[src/rtl/key_input_pkg.sv]
// ============================================================================
// Module      : key_input_pkg
// Description : Shared types and default constants for the key_input block:
//               repeat-FSM state encoding, default cycle counts and a small
//               helper used to size the shared repeat counter.
// Revision    : 1.0 - initial release
// ============================================================================
`default_nettype none

package key_input_pkg;

    // Default channel count and timing (cycles of clk)
    localparam int unsigned c_NUM_KEYS_DEF     = 4;
    localparam int unsigned c_DEBOUNCE_CYC_DEF = 1000000;
    localparam int unsigned c_DAS_CYC_DEF      = 50000000;
    localparam int unsigned c_ARR_CYC_DEF      = 10000000;

    // Auto-repeat state per key
    typedef enum logic [1:0] {
        IDLE   = 2'd0,
        DELAY  = 2'd1,
        REPEAT = 2'd2
    } rpt_state_t;

    // Larger of two cycle limits; one counter serves both repeat phases
    function automatic int unsigned max_cyc(input int unsigned a, input int unsigned b);
        return (a > b) ? a : b;
    endfunction

endpackage : key_input_pkg

`default_nettype wire

[src/rtl/key_channel.sv]
// ============================================================================
// Module      : key_channel
// Description : One key: 2-flop synchronizer, saturating debounce counter,
//               rising-edge press pulse and (optionally) an auto-repeat FSM.
//               Auto-repeat is built only when KEY_INPUT_AUTOREPEAT_EN is
//               defined; otherwise key_repeat is tied low.
// Revision    : 1.0 - initial release
// ============================================================================
`default_nettype none

module key_channel
    import key_input_pkg::*;
#(
    parameter int unsigned DEBOUNCE_CYC = c_DEBOUNCE_CYC_DEF,
    parameter int unsigned DAS_CYC      = c_DAS_CYC_DEF,
    parameter int unsigned ARR_CYC      = c_ARR_CYC_DEF
) (
    input  logic clk,
    input  logic rst_n,
    input  logic key_raw,
    output logic key_level,
    output logic key_press,
    output logic key_repeat
);

    localparam int unsigned      c_DB_W   = $clog2(DEBOUNCE_CYC + 1);
    localparam logic [c_DB_W-1:0] c_DB_MAX = c_DB_W'(DEBOUNCE_CYC);

    logic              r_sync1;
    logic              r_sync2;
    logic [c_DB_W-1:0] r_db_cnt;
    logic              r_level;
    logic              r_press;

    logic w_differ;
    logic w_db_done;
    logic w_level_nxt;
    logic w_rise;

    // Bring the asynchronous key into the clk domain; nothing else sees key_raw
    always_ff @(posedge clk or negedge rst_n) begin
        if (!rst_n) begin
            r_sync1 <= 1'b0;
            r_sync2 <= 1'b0;
        end else begin
            r_sync1 <= key_raw;
            r_sync2 <= r_sync1;
        end
    end

    // Level flips when the input still differs while the counter holds the
    // full debounce count, so a raw edge shows up 2+DEBOUNCE_CYC edges later
    always_comb begin
        w_differ    = (r_sync2 != r_level);
        w_db_done   = w_differ && (r_db_cnt == c_DB_MAX);
        w_level_nxt = r_level ^ w_db_done;
        w_rise      = w_db_done && !r_level;
    end

    // Debounce counter: clears on agreement or on a level change, saturates
    always_ff @(posedge clk or negedge rst_n) begin
        if (!rst_n) begin
            r_db_cnt <= '0;
        end else if (!w_differ || w_db_done) begin
            r_db_cnt <= '0;
        end else if (r_db_cnt != c_DB_MAX) begin
            r_db_cnt <= r_db_cnt + 1'b1;
        end
    end

    // Registered stable level and one-cycle press pulse (rising edge only)
    always_ff @(posedge clk or negedge rst_n) begin
        if (!rst_n) begin
            r_level <= 1'b0;
            r_press <= 1'b0;
        end else begin
            r_level <= w_level_nxt;
            r_press <= w_rise;
        end
    end

    assign key_level = r_level;
    assign key_press = r_press;

`ifdef KEY_INPUT_AUTOREPEAT_EN

    localparam int unsigned       c_RPT_MAX  = max_cyc(DAS_CYC, ARR_CYC);
    localparam int unsigned       c_RPT_W    = $clog2(c_RPT_MAX + 1);
    localparam logic [c_RPT_W-1:0] c_RPT_SAT  = c_RPT_W'(c_RPT_MAX);
    localparam logic [c_RPT_W-1:0] c_DAS_LAST = c_RPT_W'(DAS_CYC - 1);
    localparam logic [c_RPT_W-1:0] c_ARR_LAST = c_RPT_W'(ARR_CYC - 1);

    rpt_state_t         r_state;
    rpt_state_t         w_state_nxt;
    logic [c_RPT_W-1:0] r_rpt_cnt;
    logic [c_RPT_W-1:0] w_rpt_cnt_nxt;
    logic [c_RPT_W-1:0] w_rpt_cnt_inc;
    logic               r_repeat;
    logic               w_repeat_nxt;

    // Repeat FSM next state; the next level is used so a release kills any
    // pulse in the very cycle key_level falls
    always_comb begin
        w_state_nxt   = r_state;
        w_rpt_cnt_inc = (r_rpt_cnt == c_RPT_SAT) ? r_rpt_cnt : r_rpt_cnt + 1'b1;
        w_rpt_cnt_nxt = w_rpt_cnt_inc;
        w_repeat_nxt  = 1'b0;
        if (!w_level_nxt) begin
            w_state_nxt   = IDLE;
            w_rpt_cnt_nxt = '0;
        end else begin
            case (r_state)
                IDLE: begin
                    w_rpt_cnt_nxt = '0;
                    if (w_rise) begin
                        w_state_nxt = DELAY;
                    end
                end
                DELAY: begin
                    if (r_rpt_cnt == c_DAS_LAST) begin
                        w_repeat_nxt  = 1'b1;
                        w_state_nxt   = REPEAT;
                        w_rpt_cnt_nxt = '0;
                    end
                end
                REPEAT: begin
                    if (r_rpt_cnt == c_ARR_LAST) begin
                        w_repeat_nxt  = 1'b1;
                        w_rpt_cnt_nxt = '0;
                    end
                end
                default: begin
                    w_state_nxt   = IDLE;
                    w_rpt_cnt_nxt = '0;
                end
            endcase
        end
    end

    // Repeat FSM state, shared counter and registered pulse
    always_ff @(posedge clk or negedge rst_n) begin
        if (!rst_n) begin
            r_state   <= IDLE;
            r_rpt_cnt <= '0;
            r_repeat  <= 1'b0;
        end else begin
            r_state   <= w_state_nxt;
            r_rpt_cnt <= w_rpt_cnt_nxt;
            r_repeat  <= w_repeat_nxt;
        end
    end

    assign key_repeat = r_repeat;

`else

    // Repeat timing is irrelevant without auto-repeat; fold it into a dead net
    logic w_unused_rpt_cfg;
    assign w_unused_rpt_cfg = (DAS_CYC > 0) ^ (ARR_CYC > 0);

    assign key_repeat = 1'b0;

`endif

endmodule : key_channel

`default_nettype wire

[src/rtl/key_input.sv]
// ============================================================================
// Module      : key_input
// Description : NUM_KEYS independent debounced key channels with press pulses
//               and optional auto-repeat (macro KEY_INPUT_AUTOREPEAT_EN).
// Revision    : 1.0 - initial release
// ============================================================================
`default_nettype none

module key_input
    import key_input_pkg::*;
#(
    parameter int unsigned NUM_KEYS     = c_NUM_KEYS_DEF,
    parameter int unsigned DEBOUNCE_CYC = c_DEBOUNCE_CYC_DEF,
    parameter int unsigned DAS_CYC      = c_DAS_CYC_DEF,
    parameter int unsigned ARR_CYC      = c_ARR_CYC_DEF
) (
    input  logic                clk,
    input  logic                rst_n,
    input  logic [NUM_KEYS-1:0] key_raw,
    output logic [NUM_KEYS-1:0] key_level,
    output logic [NUM_KEYS-1:0] key_press,
    output logic [NUM_KEYS-1:0] key_repeat
);

    // One fully independent channel per key
    for (genvar i = 0; i < NUM_KEYS; i++) begin : g_key
        key_channel #(
            .DEBOUNCE_CYC (DEBOUNCE_CYC),
            .DAS_CYC      (DAS_CYC),
            .ARR_CYC      (ARR_CYC)
        ) u_chan (
            .clk        (clk),
            .rst_n      (rst_n),
            .key_raw    (key_raw[i]),
            .key_level  (key_level[i]),
            .key_press  (key_press[i]),
            .key_repeat (key_repeat[i])
        );
    end

endmodule : key_input

`default_nettype wire

[config.mk]
export PLATFORM = sky130hd
export DESIGN_NAME = key_input
export DESIGN_NICKNAME = d
export VERILOG_FILES = /design/src/rtl/key_input_pkg.sv /design/src/rtl/key_channel.sv /design/src/rtl/key_input.sv
export SDC_FILE = /design/constraint.sdc
export NUM_CORES = 1
export LEC_CHECK = 0
export ABC_AREA = 1
export CAP_MARGIN = 25
export CORE_MARGIN = 2
export CORE_UTILIZATION = 61
export CTS_CLUSTER_SIZE = 12
export DETAILED_ROUTE_END_ITERATION = 8
export PLACE_DENSITY = 0.79
export SLEW_MARGIN = 25
export SYNTH_ARGS = -nofsm -noshare
export SYNTH_HDL_FRONTEND = slang
export SYNTH_SLANG_ARGS = --single-unit
[constraint.sdc]
create_clock -name clk -period 1.7 [get_ports clk]
set_clock_uncertainty 0.1 [all_clocks]
set_input_delay 0.34 -clock clk [delete_from_list [all_inputs] [get_ports clk]]
set_output_delay 0.34 -clock clk [all_outputs]
set_load 0.05 [all_outputs]
* Yosys cells after proc, flatten, opt, wreduce, memory -nomap -nowiden
Index checks and enable logic that the tools add are counted.
** Storage, ports and cells
- Bits in registers :: 96
- Memories :: 0
- Output and inout port bits :: 12
- Memory bits (read-only) :: 0
- Latch bits :: 0
- Input bits :: 6
- Bits in writable memories :: 0
** Operators by class
- Divide/modulo/power cells :: 0
- $mul :: 0
- Equality and inequality tests :: 12
- Order comparisons :: 0
- Mux-type cells :: 8
- Add/subtract/negate cells :: 4
- Shift operators :: 0
- Bitwise gates (word level) :: 4
- Reductions and logical operators :: 24
** Operators with widths (count)
- 20-bit two-way mux :: 8
- 20-bit by 1-bit adder with 20-bit output (second input constant) :: 4
- 20-bit == test (second input constant) :: 4
- 20-bit != test (second input constant) :: 4
- 1-bit logical AND :: 8
- 1-bit zero test :: 8
- 2-bit nonzero test :: 4
- 1-bit logical OR :: 4
- 1-bit != test :: 4
- 1-bit bitwise XOR :: 4

* Logic depth before layout (Yosys ltp)
Gate-level depths: netlist (run 1).
- Depth after elaboration :: 4
- Depth in mapped cells :: 9
- Depth with buffers taken out :: 9

* Hierarchy
A second synthesis (run 1) with hierarchy kept.
** Second synthesis, totals
- Cells, all modules :: 668
- Area total of the unflattened synthesis :: 5180.0 um2
** By module, submodules not included
- key_channel :: times used 4, cells each 167, area each 1295.0 um2

* Worst setup path before layout (run 1)
No wires, ideal clock.
- Kind :: flip-flop to flip-flop
- Start :: reg g_key[2].u_chan.r_db_cnt[0]
- End :: reg g_key[2].u_chan.r_db_cnt[10]
- Required time :: 1.478 ns
- Setup slack :: 0.262 ns
- Stages on the path, launching flop included :: 9
- Period minus slack after synthesis :: 1.438 ns
- Setup time :: 0.122 ns
- Data arrival time :: 1.216 ns
- Cell sequence :: dfrtp_1 > inv_1 > ha_1 > nand3_1 > nor3_1 > nand3_1 > nand2_1 > buf_2 > nor2_1
** Between the ends
- Longest elaborated chain between the ends :: 4
- Elaborated cells between the ends (all ways) :: 8
- Classes of those cells :: 1 x add/sub; 2 x eq/ne; 2 x mux; 3 x reduce/logical
** RTL lines
- from (decl) :: line key_channel.sv:31 : logic [c_DB_W-1:0] r_db_cnt;
- from (signal assigned) :: line key_channel.sv:67 : r_db_cnt <= r_db_cnt + 1'b1;
- parallel branches: the longest is 4 deep, another holds 20-bit by 1-bit adder with 20-bit output
Several ways; the timed one is not identified. The select of a mux whose other input is x is not followed.
A chain may end at the register's enable or synchronous reset.

* Worst setup path after layout (run 1)
- Start :: reg g_key[3].u_chan.r_db_cnt[0]
- End :: reg g_key[3].u_chan.r_db_cnt[16]
** Between the ends
- Longest elaborated chain between the ends :: 4
- Elaborated cells between the ends (all ways) :: 8
- Classes of those cells :: 1 x add/sub; 2 x eq/ne; 2 x mux; 3 x reduce/logical
** RTL lines (line)
- from (decl) :: key_channel.sv:31
- from (signal assigned) :: key_channel.sv:67
- parallel branches: the longest is 4 deep, another holds 20-bit by 1-bit adder with 20-bit output
Several ways; the timed one is not identified. The select of a mux whose other input is x is not followed.

==> results of run 1 <==
-- where the power goes --
group	leakage, nW	switching (mW)	internal (mW)
Sequential	1.31	0.0349	2.31
Clock	0.0916	0.822	0.680
Combinational	1.23	0.142	0.0774
Total	2.64	0.999	3.07
-- repair_timing --
action | 4_1_cts | 5_1_grt
hold buffers | 1 | 0
setup endpoints to repair | 0 | 61
hold endpoints to repair | 22 | 0
buffers inserted | 0 | 2
gates resized for setup | 0 | 11
-- synthesized netlist by cell type (all sizes together) --
library cell and instances:
nor2 180, nand2 176, dfrtp 96, inv 92, nand3 59, xor2 43, buf 20, nand4 19
nor3 12, ha 8, o21bai 7, o21ai 6, xnor2 4, conb 1, nand3b 1
-- state kept, by name, summed over array words and instances (netlist names), named ones only --
register	flops
g_key.u_chan.r_db_cnt	80
g_key.u_chan.key_press	4
g_key.u_chan.r_sync2	4
g_key.u_chan.r_sync1	4
-- cell usage in the layout, fill, tap and decap left out --
master	n
buf_12	7
nand3_2	1
o21ai_0	6
nor2_4	2
buf_4	10
ha_1	7
dfrtp_1	95
dlygate4sd3_1	1
inv_2	1
clkinvlp_4	3
conb_1	4
nand4_1	19
nor3_1	11
nand3_1	58
nand2_1	168
clkinv_2	2
buf_6	3
nor2_2	14
bufinv_16	1
ha_2	1
nand3b_1	1
nor3_2	1
clkdlybuf4s50_1	4
xor2_1	43
xnor2_1	4
nor2_1	164
clkbuf_8	9
o21bai_1	7
inv_1	91
nand2_2	8
inv_6	1
dfrtp_2	1
-- routing by layer --
layer | global-route usage [%] | up-vias | part of all wire, %
li1 | - | 2237 | -
met1 | 29.74 | 2074 | 45
met2 | 40.46 | 88 | 50
met3 | 4.510 | 9 | 3.5
met4 | 9.081 | 0 | 0.92
met5 | 0 | - | 0
-- worst reg2reg max path: stages (launching register included) --
cell and delay, ns:
dfrtp_2 0.45, inv_1 0.07, ha_1 0.18, nand4_1 0.10
nor2_1 0.13, nand3_1 0.13, nand2_1 0.10, buf_4 0.18
nor2_1 0.06
-- per-stage QoR --
| stage | setup WS (ns) | util [%] |
|---|---|---|
| 5_1_grt | -0.02347 | 68.18 |
| 6_report | 0.08616 | 68.18 |
| 2_1_floorplan | 0.2618 | - |
| 3_5_place_dp | 0.08459 | 65.29 |
| 3_3_place_gp | 0.1493 | 65.29 |
| 4_1_cts | 0.04117 | 67.66 |
-- cell type report --
cell class,instances,share of cell area (%)
Clock buffer,9,2.104
Clock inverter,7,1.211
Inverter,92,5.865
Multi-Input combinational cell,519,42.63
Sequential cell,96,40.82
Tap cell,108,2.295
Timing Repair Buffer,25,5.079
-- cells by family after synthesis --
kind of cell / synth area share, %
AOI/OAI and AO/OA: 1.537
xor gates and xnor gates: 7.664
adders and majority gates: 1.864
buffers and inverters: 9.084
DFF: 44.72
other: 0.06981
and+or+nand+nor: 35.06
-- path summary, 6_finish.rpt --
kind | to | slack (ns) | depth (start not counted)
max | g_key[3].u_chan.r_db_cnt[16] | 0.09 | 8
min | g_key[1].u_chan.r_sync2 | 0.25 | 0
max reg2reg | g_key[3].u_chan.r_db_cnt[16] | 0.09 | 8
min reg2reg | g_key[1].u_chan.r_sync2 | 0.25 | 0
max in group asynchronous | g_key[3].u_chan.r_db_cnt[0] | 0.65 | 3
min in group asynchronous | g_key[1].u_chan.r_db_cnt[6] | 0.31 | 2
==> summary.md, run 1 <==
| Metric | Value |
|---|---|
| Total power consumption of the routed design | 4.071 mW |
| CTS tree | yes |
| Setup repair after global routing missed its margin | true |
| Critical path's top delay family | simple AND/OR/NAND/NOR gates |
| Clk pin slew, worst setup/hold paths | 0.09 ns |
| Max stage delay cell, worst path | dfrtp_2 |
| Clock buffer depth | 2 |
| Dominant cell type by area after synthesis | dfrtp_1 |
| Horiz. Die Dim | slightly below 100 µm |
| CP bufs+invs | 2 |
| Crit path kind | register to register |
| Data arrival time at the worst-slack endpoint | around 1.8 ns |
| Core box area | 8636 µm² |
| Library cell appearing most often on the critical path | nor2_1 |
| Count of cell types in the netlist | 20 |
| Port bufs | 13 |
| Post-layout net count | 757 |
| Finished Layout Cells | roughly 860 |
| Post-place instance area | 5638 µm² |
| Maximum number of pins on one net before global-route repair | 39 |
| Vert. Die Dim | 97.84 µm |
| Per-cell routed wire length | 12.32 µm |
| DR vias/cell | 5.150 |
| Outcome | completed |
| ANT cells | 0 |
| Total track usage | 23.62% |
| Layout filler cell count | 722 |
| Highest attainable clock frequency | slightly above 0.6 GHz |
| Boundary Pins | 18 |
| Violation count after the first detailed-route iteration | 180 |
| Max-Cap Viols | 0 |
| Sink count of the clock tree | 96 |
| Max Transition Viols Final | 0 |
| Initial antenna violation count | 0 |
| Initial core utilization | 62.20% |
| DR DRC count | 0 |
| DIE AREA | 9573 µm² |
| Placement row count | 34 |
| Final routed wirelength across all metal layers | 10.54 mm |
| H-tree level count | 3 |
| Total leakage power | about 2.6 nW |
| Critical path endpoint category | register |
| TritonCTS Buffers | 9 |
| Layout cells sized above 1 | 8.690% |
| Share of the synthesized area in the top cell type | 44.72% |
| Hold violation count in the final report | 0 |
| Reg-to-reg critical path startpoint | g_key[3].u_chan.r_db_cnt[0] |
| Type of the most critical hold path | register to register |
| Leading post-synthesis cells by cell area | dfrtp_1, nand2_1, nor2_1 |
| Mean post-synth cell area | 7.419 µm² |
| Clock latency of the later-clocked register in the worst-skew pair | 0.36 ns |
| Crit path largest cell delay | 0.45 ns |
| Crit path launch type | register |
| Routed via count | 4408 |
| Half-perimeter wire length after placement | 7.874 mm |
| Netlist area before placement | 5371 µm² |
| Beginning of the critical path | g_key[3].u_chan.r_db_cnt[0] |
| Global placement routability congestion | 0.9203 |
| Cell Pwr Density | 691.4 nW/µm² |
| Share of the clock period used by the worst path after layout | between 90% and 100% |
| Register area share after synthesis | 44.72% |
| Final critical delay including setup and external delays | 1.614 ns |
| Worst hold path startpoint | g_key[1].u_chan.r_sync1 |
| Synth Instances | 724 |
| First-pass iteration count of the detailed router | 4 |
| Clock root buffer | clkbuf_8 |
| Number of flip-flops and latches in the synthesized netlist | 96 |
| Synth warn | 0 |
| Post-Route Hold Slack | approximately 0.25 ns |
| Area overhead of the layout relative to synthesis | 9.620% |
| Final-report setup violation count | 0 |
| Final antenna-violating net count | 0 |
| Total Negative Setup Slacks | 0 ns |
| Inst Count DP | roughly 840 |
| Vias in the first global route | 4516 |
| Required arrival time at the worst endpoint | 1.85 ns |
| Aggregate global routing overflow | 0 |
| FF/Latch Area | 2404 µm² |
| Post-layout instance area | 5888 µm² |
| Multi-input combinational cell area | ~2500 µm² |
| Crit path max fanout | 10 |
| First-pass GRT wire length | between 15 and 20 mm |
| Crit path cell chain | inv_1, ha_1, nand4_1, nor2_1, nand3_1, nand2_1, buf_4, nor2_1 |
| Maximum VDD drop | 0.7007 mV |
(Power assumes the default switching activity.)
==> run 2: changes to the inputs <==
Settings changed: CORE_MARGIN 2 to unset, SYNTH_HIERARCHICAL set to 1.
==> summary.md, run 2 <==
| Metric | Value |
|---|---|
| Layout filler cell count | 614 |
| Most frequent cells after synthesis | nor2_1, nand2_1, dfrtp_1 |
| Setup slack, reg-to-reg | 0.08 ns |
| Uppermost routed layer | met4 |
| Boundary Pins | 18 |
| Register area share after synthesis | between 40% and 50% |
| Final routed wirelength across all metal layers | 10.39 mm |
| Max-Cap Viols | 0 |
| Routed via count | 4217 |
| Required arrival time at the worst endpoint | 1.90 ns |
| Total leakage power | 2.368 nW |
| WL met1 | ~4.6 mm |
| Vias in the first global route | 3780 |
| Final-report setup violation count | 0 |
| Final critical delay including setup and external delays | 1.620 ns |
| Max Transition Viols Final | 0 |
| Vert. Die Dim | 94.15 µm |
| Max reg flops | 80 |
| Initial core utilization | 63.04% |
| Maximum VDD drop | 0.4548 mV |
| Max stage delay cell, worst path | xor2_1 |
| Total Negative Setup Slacks | 0 ns |
| Crit path kind | register to register |
| Port bufs | 13 |
| Most frequent standard cell in the layout excluding fill and tap cells | nor2_1 |
| Leading post-synthesis cells by cell area | dfrtp_1, nor2_1, nand2_1 |
| Worst R2R Path Depth | 3 |
| Netlist area before placement | 5180 µm² |
| Type of the most critical hold path | register to register |
| Total track usage | 24.42% |
| Met3 wire length | roughly 550 µm |
| CP bufs+invs | 0 |
| Crit path largest cell delay | 0.66 ns |
| Aggregate global routing overflow | 0 |
| Layout cells sized above 1 | 9.013% |
| Syn Nets | 682 |
| H-tree level count | 3 |
| Clock latency of the later-clocked register in the worst-skew pair | 0.36 ns |
| Number of flip-flops and latches in the synthesized netlist | 96 |
| Met2 routed WL | 4.954 mm |
| Share of the clock period used by the worst path after layout | 95.28% |
| Violation count after the first detailed-route iteration | 234 |
| Highest attainable clock frequency | 0.6174 GHz |
| Top register by number of flip-flops | g_key.u_chan/r_db_cnt |
| Per-cell routed wire length | roughly 13 µm |
| Transition time at the pin with the least slew margin | 0.7710 ns |
| Post-layout net count | 708 |
| Hold violation count in the final report | 0 |
| CTS tree | yes |
| Core box area | 8217 µm² |
| Count of cell types in the netlist | 22 |
| TritonCTS Buffers | 9 |
| Crit path max fanout | 9 |
| Finished Layout Cells | between 800 and 900 |
| Clock root buffer | clkbuf_8 |
| Initial antenna violation count | 0 |
| Asr flop ratio synth | 100.0% |
| Main flop type after synthesis | dfrtp_1 |
| Data arrival time at the worst-slack endpoint | 1.82 ns |
| Mean post-synth cell area | 7.754 µm² |
| Synth Instances | 668 |
| Clock buffer depth | 2 |
| Placement row count | 33 |
| First-pass iteration count of the detailed router | 5 |
| Core Util, Final | 70.93% |
| Synth warn | 6 |
| DP Worst Slack | 0.08915 ns |
| Worst hold path cell count | 0 |
| Number of flops mapped to enable cells by yosys | 0 |
| Crit path launch type | register |
| Cell Pwr Density | 703.2 nW/µm² |
| Sink count of the clock tree | 96 |
| Top library cells by usage in the layout, fill and taps aside | nor2_1, nand2_1, dfrtp_1 |
| Clk pin slew, worst setup/hold paths | 0.10 ns |
| Half-perimeter wire length after placement | 6.995 mm |
| Most numerous cell in the Yosys netlist | nor2_1 |
| Global placement routability congestion | 0.8780 |
| DR vias/cell | about 5.2 |
| Critical path's top delay family | XOR/XNOR gates |
| Least setup slack across all paths after layout | 0.08027 ns |
| Logic depth of the worst setup path including buffers | 3 |
| First-pass GRT wire length | 16.79 mm |
| Inst Count DP | 780 |
| Area overhead of the layout relative to synthesis | 12.51% |
| Critical path endpoint category | register |
| Dominant cell type by area after synthesis | dfrtp_1 |
| Outcome | completed |
| Maximum number of pins on one net before global-route repair | 36 |
| Final antenna-violating net count | 0 |
| ANT cells | 0 |
| Horiz. Die Dim | roughly 94 µm |
| Worst slew margin relative to its limit | 48.43% |
| DIE AREA | 8864 µm² |
| Share of the synthesized area in the top cell type | 46.38% |
| Crit path cell chain | xor2_1, nand2_4, nor2_1 |
| Total power consumption of the routed design | 4.098 mW |
| DR DRC count | 0 |
-- run 2: final cells by class --
| class | count | area (µm²) | share of cell area, % |
|---|---|---|---|
| clock buffer | 9 | 123.9 | 2.125 |
| clock inverter | 7 | 78.83 | 1.353 |
| inverter | 56 | 210.2 | 3.607 |
| multi-input combinational | 513 | 2659 | 45.62 |
| sequential | 96 | 2402 | 41.22 |
| tap | 105 | 131.4 | 2.254 |
| timing repair buffer | 18 | 222.7 | 3.821 |
-- run 2: logic make-up (layout without fill, tap and decap cells) --
logic type	count (synthesis)	in the layout	synth area share [%]
AND/OR/NAND/NOR	428	433	35.07
flip-flops	96	96	46.38
buffers and inverters	64	90	5.507
XOR/XNOR	56	56	9.469
AO/OA/AOI/OAI	12	12	1.353
adder cells (fa/ha/maj)	8	8	1.932
other	4	4	0.2898
-- run 2: timing repair --
| action | in CTS | in global routing |
|---|---|---|
| setup endpoints to repair | 0 | 71 |
| resized for setup | 0 | 19 |
| hold buffers | 1 | 0 |
| endpoints found under the hold margin | 27 | 0 |
| buffers inserted | 0 | 2 |
-- run 2: power by group --
group	internal, mW	total (mW)	switching (mW)	leakage, nW
combinational	0.0705	0.219	0.149	0.957
clock	0.695	1.53	0.837	0.0977
sequential	2.31	2.35	0.0325	1.31
total	3.08	4.10	1.02	2.37
-- run 2: final timing paths --
| kind | start | to |
|---|---|---|
| worst min register to register | g_key[2].u_chan/r_sync1 | g_key[2].u_chan/r_sync2 |
| worst max register to register | register | g_key[2].u_chan/r_db_cnt[7] |
| worst min-delay path | g_key[2].u_chan/r_sync1 | g_key[2].u_chan/r_sync2 |
| max in group asynchronous | rst_n | g_key[3].u_chan/r_db_cnt[15] |
| min in group asynchronous | rst_n | g_key[2].u_chan/r_db_cnt[10] |
| worst max-delay path | register | g_key[2].u_chan/r_db_cnt[7] |
-- run 2: routing by layer --
layer	up-vias	GRT usage (%)
met5	-	0
li1	2101	-
met4	0	9.615
met3	23	3.560
met2	146	39.61
met1	1947	32.94
-- run 2: through the flow --
stage,hold WS (ns),area [µm²]
detailed placement,0.1952,5434
floorplan,-0.05559,5180
finish,0.2606,5828
global placement,0.1941,5434
global route,0.2674,5828
CTS,0.2628,5647
==> run 3: changes to the inputs <==
Settings changed: DONT_BUFFER_PORTS set to 1, PLACE_DENSITY 0.79 to 0.77.
==> summary.md, run 3 (synthesized netlist as in run 2, its figures left out) <==
| Metric | Value |
|---|---|
| Core box area | 8217 µm² |
| Top register by number of flip-flops | g_key.u_chan/r_db_cnt |
| Initial antenna violation count | 0 |
| Boundary Pins | 18 |
| Critical path endpoint category | register |
| Outcome | finished with violations |
| Cell Pwr Density | 682.2 nW/µm² |
| Routed via count | 4159 |
| Worst slew margin relative to its limit | 41.28% |
| Post-layout net count | 700 |
| Post-layout instance area | 5685 µm² |
| Port bufs | 0 |
| Type of the most critical hold path | input pin to async pin |
| Layout cells sized above 1 | about 9.0% |
| Crit path max fanout | 9 |
| Crit path launch type | register |
| ANT cells | 0 |
| Placement row count | 33 |
| Final critical delay including setup and external delays | between 1.5 and 2 ns |
| Violated checks | negative hold slack |
| Clk pin slew, worst setup/hold paths | 0.10 ns |
| Global placement routability congestion | about 0.90 |
| Least setup slack across all paths after layout | 0.1013 ns |
| Hold violation count in the final report | 96 |
| Clock buffer depth | 2 |
| Max reg flops | 80 |
| DR vias/cell | 5.225 |
| DR DRC count | 0 |
| Clock latency of the later-clocked register in the worst-skew pair | between 0.3 and 0.4 ns |
| Horiz. Die Dim | 94.15 µm |
| Final-report setup violation count | 0 |
| Total track usage | 25.08% |
| Max-Cap Viols | 0 |
| CTS tree | yes |
| Aggregate global routing overflow | 0 |
| Top library cells by usage in the layout, fill and taps aside | nor2_1, nand2_1, dfrtp_1 |
| Max Transition Viols Final | 0 |
| Maximum number of pins on one net before global-route repair | 97 |
| DIE AREA | 8864 µm² |
| Final routed wirelength across all metal layers | 10.54 mm |
| First-pass iteration count of the detailed router | 5 |
| Vert. Die Dim | 94.15 µm |
| First-pass GRT wire length | 17.35 mm |
| Initial core utilization | 63.04% |
| Violation count after the first detailed-route iteration | 169 |
| Post-Route Hold Slack | -0.4405 ns |
| Per-cell routed wire length | 13.24 µm |
| Data arrival time at the worst-slack endpoint | 1.75 ns |
| Area overhead of the layout relative to synthesis | 9.758% |
| Sink count of the clock tree | 96 |
| Share of the clock period used by the worst path after layout | 94.04% |
| Total leakage power | 2.293 nW |
| Vias in the first global route | between 3k and 4k |
| DP Worst Slack | between 0.07 and 0.08 ns |
| Clock root buffer | clkbuf_8 |
| CTS Hold Bufs | 4 |
| Post-CTS setup buffer count | 0 |
| TritonCTS Buffers | 9 |
| Required arrival time at the worst endpoint | roughly 1.9 ns |
| Highest attainable clock frequency | 0.6255 GHz |
| Post-place instance area | 5274 µm² |
| Final antenna-violating net count | 0 |
| Most frequent standard cell in the layout excluding fill and tap cells | nor2_1 |
| Half-perimeter wire length after placement | ~7.0 mm |
| Transition time at the pin with the least slew margin | approximately 0.9 ns |
| H-tree level count | 3 |
| Maximum VDD drop | around 0.45 mV |
| Crit path kind | register to register |
==> run 3: cell count changes in the layout (fill, tap and decap cells not counted), moves of 3 or more <==
cell and change:
buf_12 -6, clkdlybuf4s50_1 -4, nor2_2 +4, dlygate4sd3_1 +3
==> run 3: path summary, 6_finish.rpt <==
| check | start | endpoint | slack (ns) | cells after the start |
|---|---|---|---|---|
| max in group asynchronous | rst_n | g_key[3].u_chan/r_db_cnt[7] | 1.78 | 0 |
| max reg2reg | g_key[3].u_chan/r_db_cnt[14] | g_key[3].u_chan/r_db_cnt[9] | 0.10 | 5 |
| min | rst_n | g_key[0].u_chan/r_db_cnt[10] | -0.44 | 0 |
| min in group clk | g_key[3].u_chan/r_sync1 | g_key[3].u_chan/r_sync2 | 0.25 | 0 |
| min reg2reg | g_key[3].u_chan/r_sync1 | g_key[3].u_chan/r_sync2 | 0.25 | 0 |
| max | g_key[3].u_chan/r_db_cnt[14] | g_key[3].u_chan/r_db_cnt[9] | 0.10 | 5 |
==> run 3: power by group <==
| group | internal [mW] | switching (mW) |
|---|---|---|
| clock network | 0.548 | 0.819 |
| logic | 0.0540 | 0.108 |
| registers | 2.31 | 0.0348 |
==> run 3: metrics by stage <==
stage	power (mW)	util, %	setup TNS [ns]	hold slack, ns	instances
floorplan	2.509	-	0	-0.05559	668
global placement	2.514	64.18	0	-0.05355	770
detailed placement	2.521	64.18	0	-0.05387	770
CTS	3.881	66.74	0	-0.4551	790
global route	4.038	69.19	-0.0002069	-0.4685	796
finish	3.878	69.19	0	-0.4405	796
==> run 3: area by class of cell <==
class / instances / area (µm²)
repair buffers: 9 / 77.57
clock inverters: 5 / 38.79
clock buffers: 11 / 131.4
fillers: 688 / 2531
flip-flops and latches: 96 / 2405
inverters: 56 / 210.2
multi-input cells: 514 / 2691
well taps: 105 / 131.4
==> run 3: timing repair <==
action / 4_1_cts / 5_1_grt
gates resized for setup: 0 / 25
hold endpoints to repair: 100 / 96
setup endpoints to repair: 0 / 74
==> run 3: worst max-delay path, cell delays in order (launching register included) <==
cell and delay (ns):
dfrtp_1 0.40, inv_1 0.07, nor3_1 0.43, nand3_4 0.23, nand2_4 0.19, nor2_1 0.06
==> run 3: per-layer routing <==
| metal | global-route usage, % | part of all wire [%] | up-vias |
|---|---|---|---|
| li1 | - | - | 2083 |
| met1 | 32.84 | 45 | 1973 |
| met2 | 42.09 | 50 | 86 |
| met3 | 4.531 | 3.2 | 17 |
| met4 | 7.692 | 1.5 | 0 |
| met5 | 0 | 0 | - |
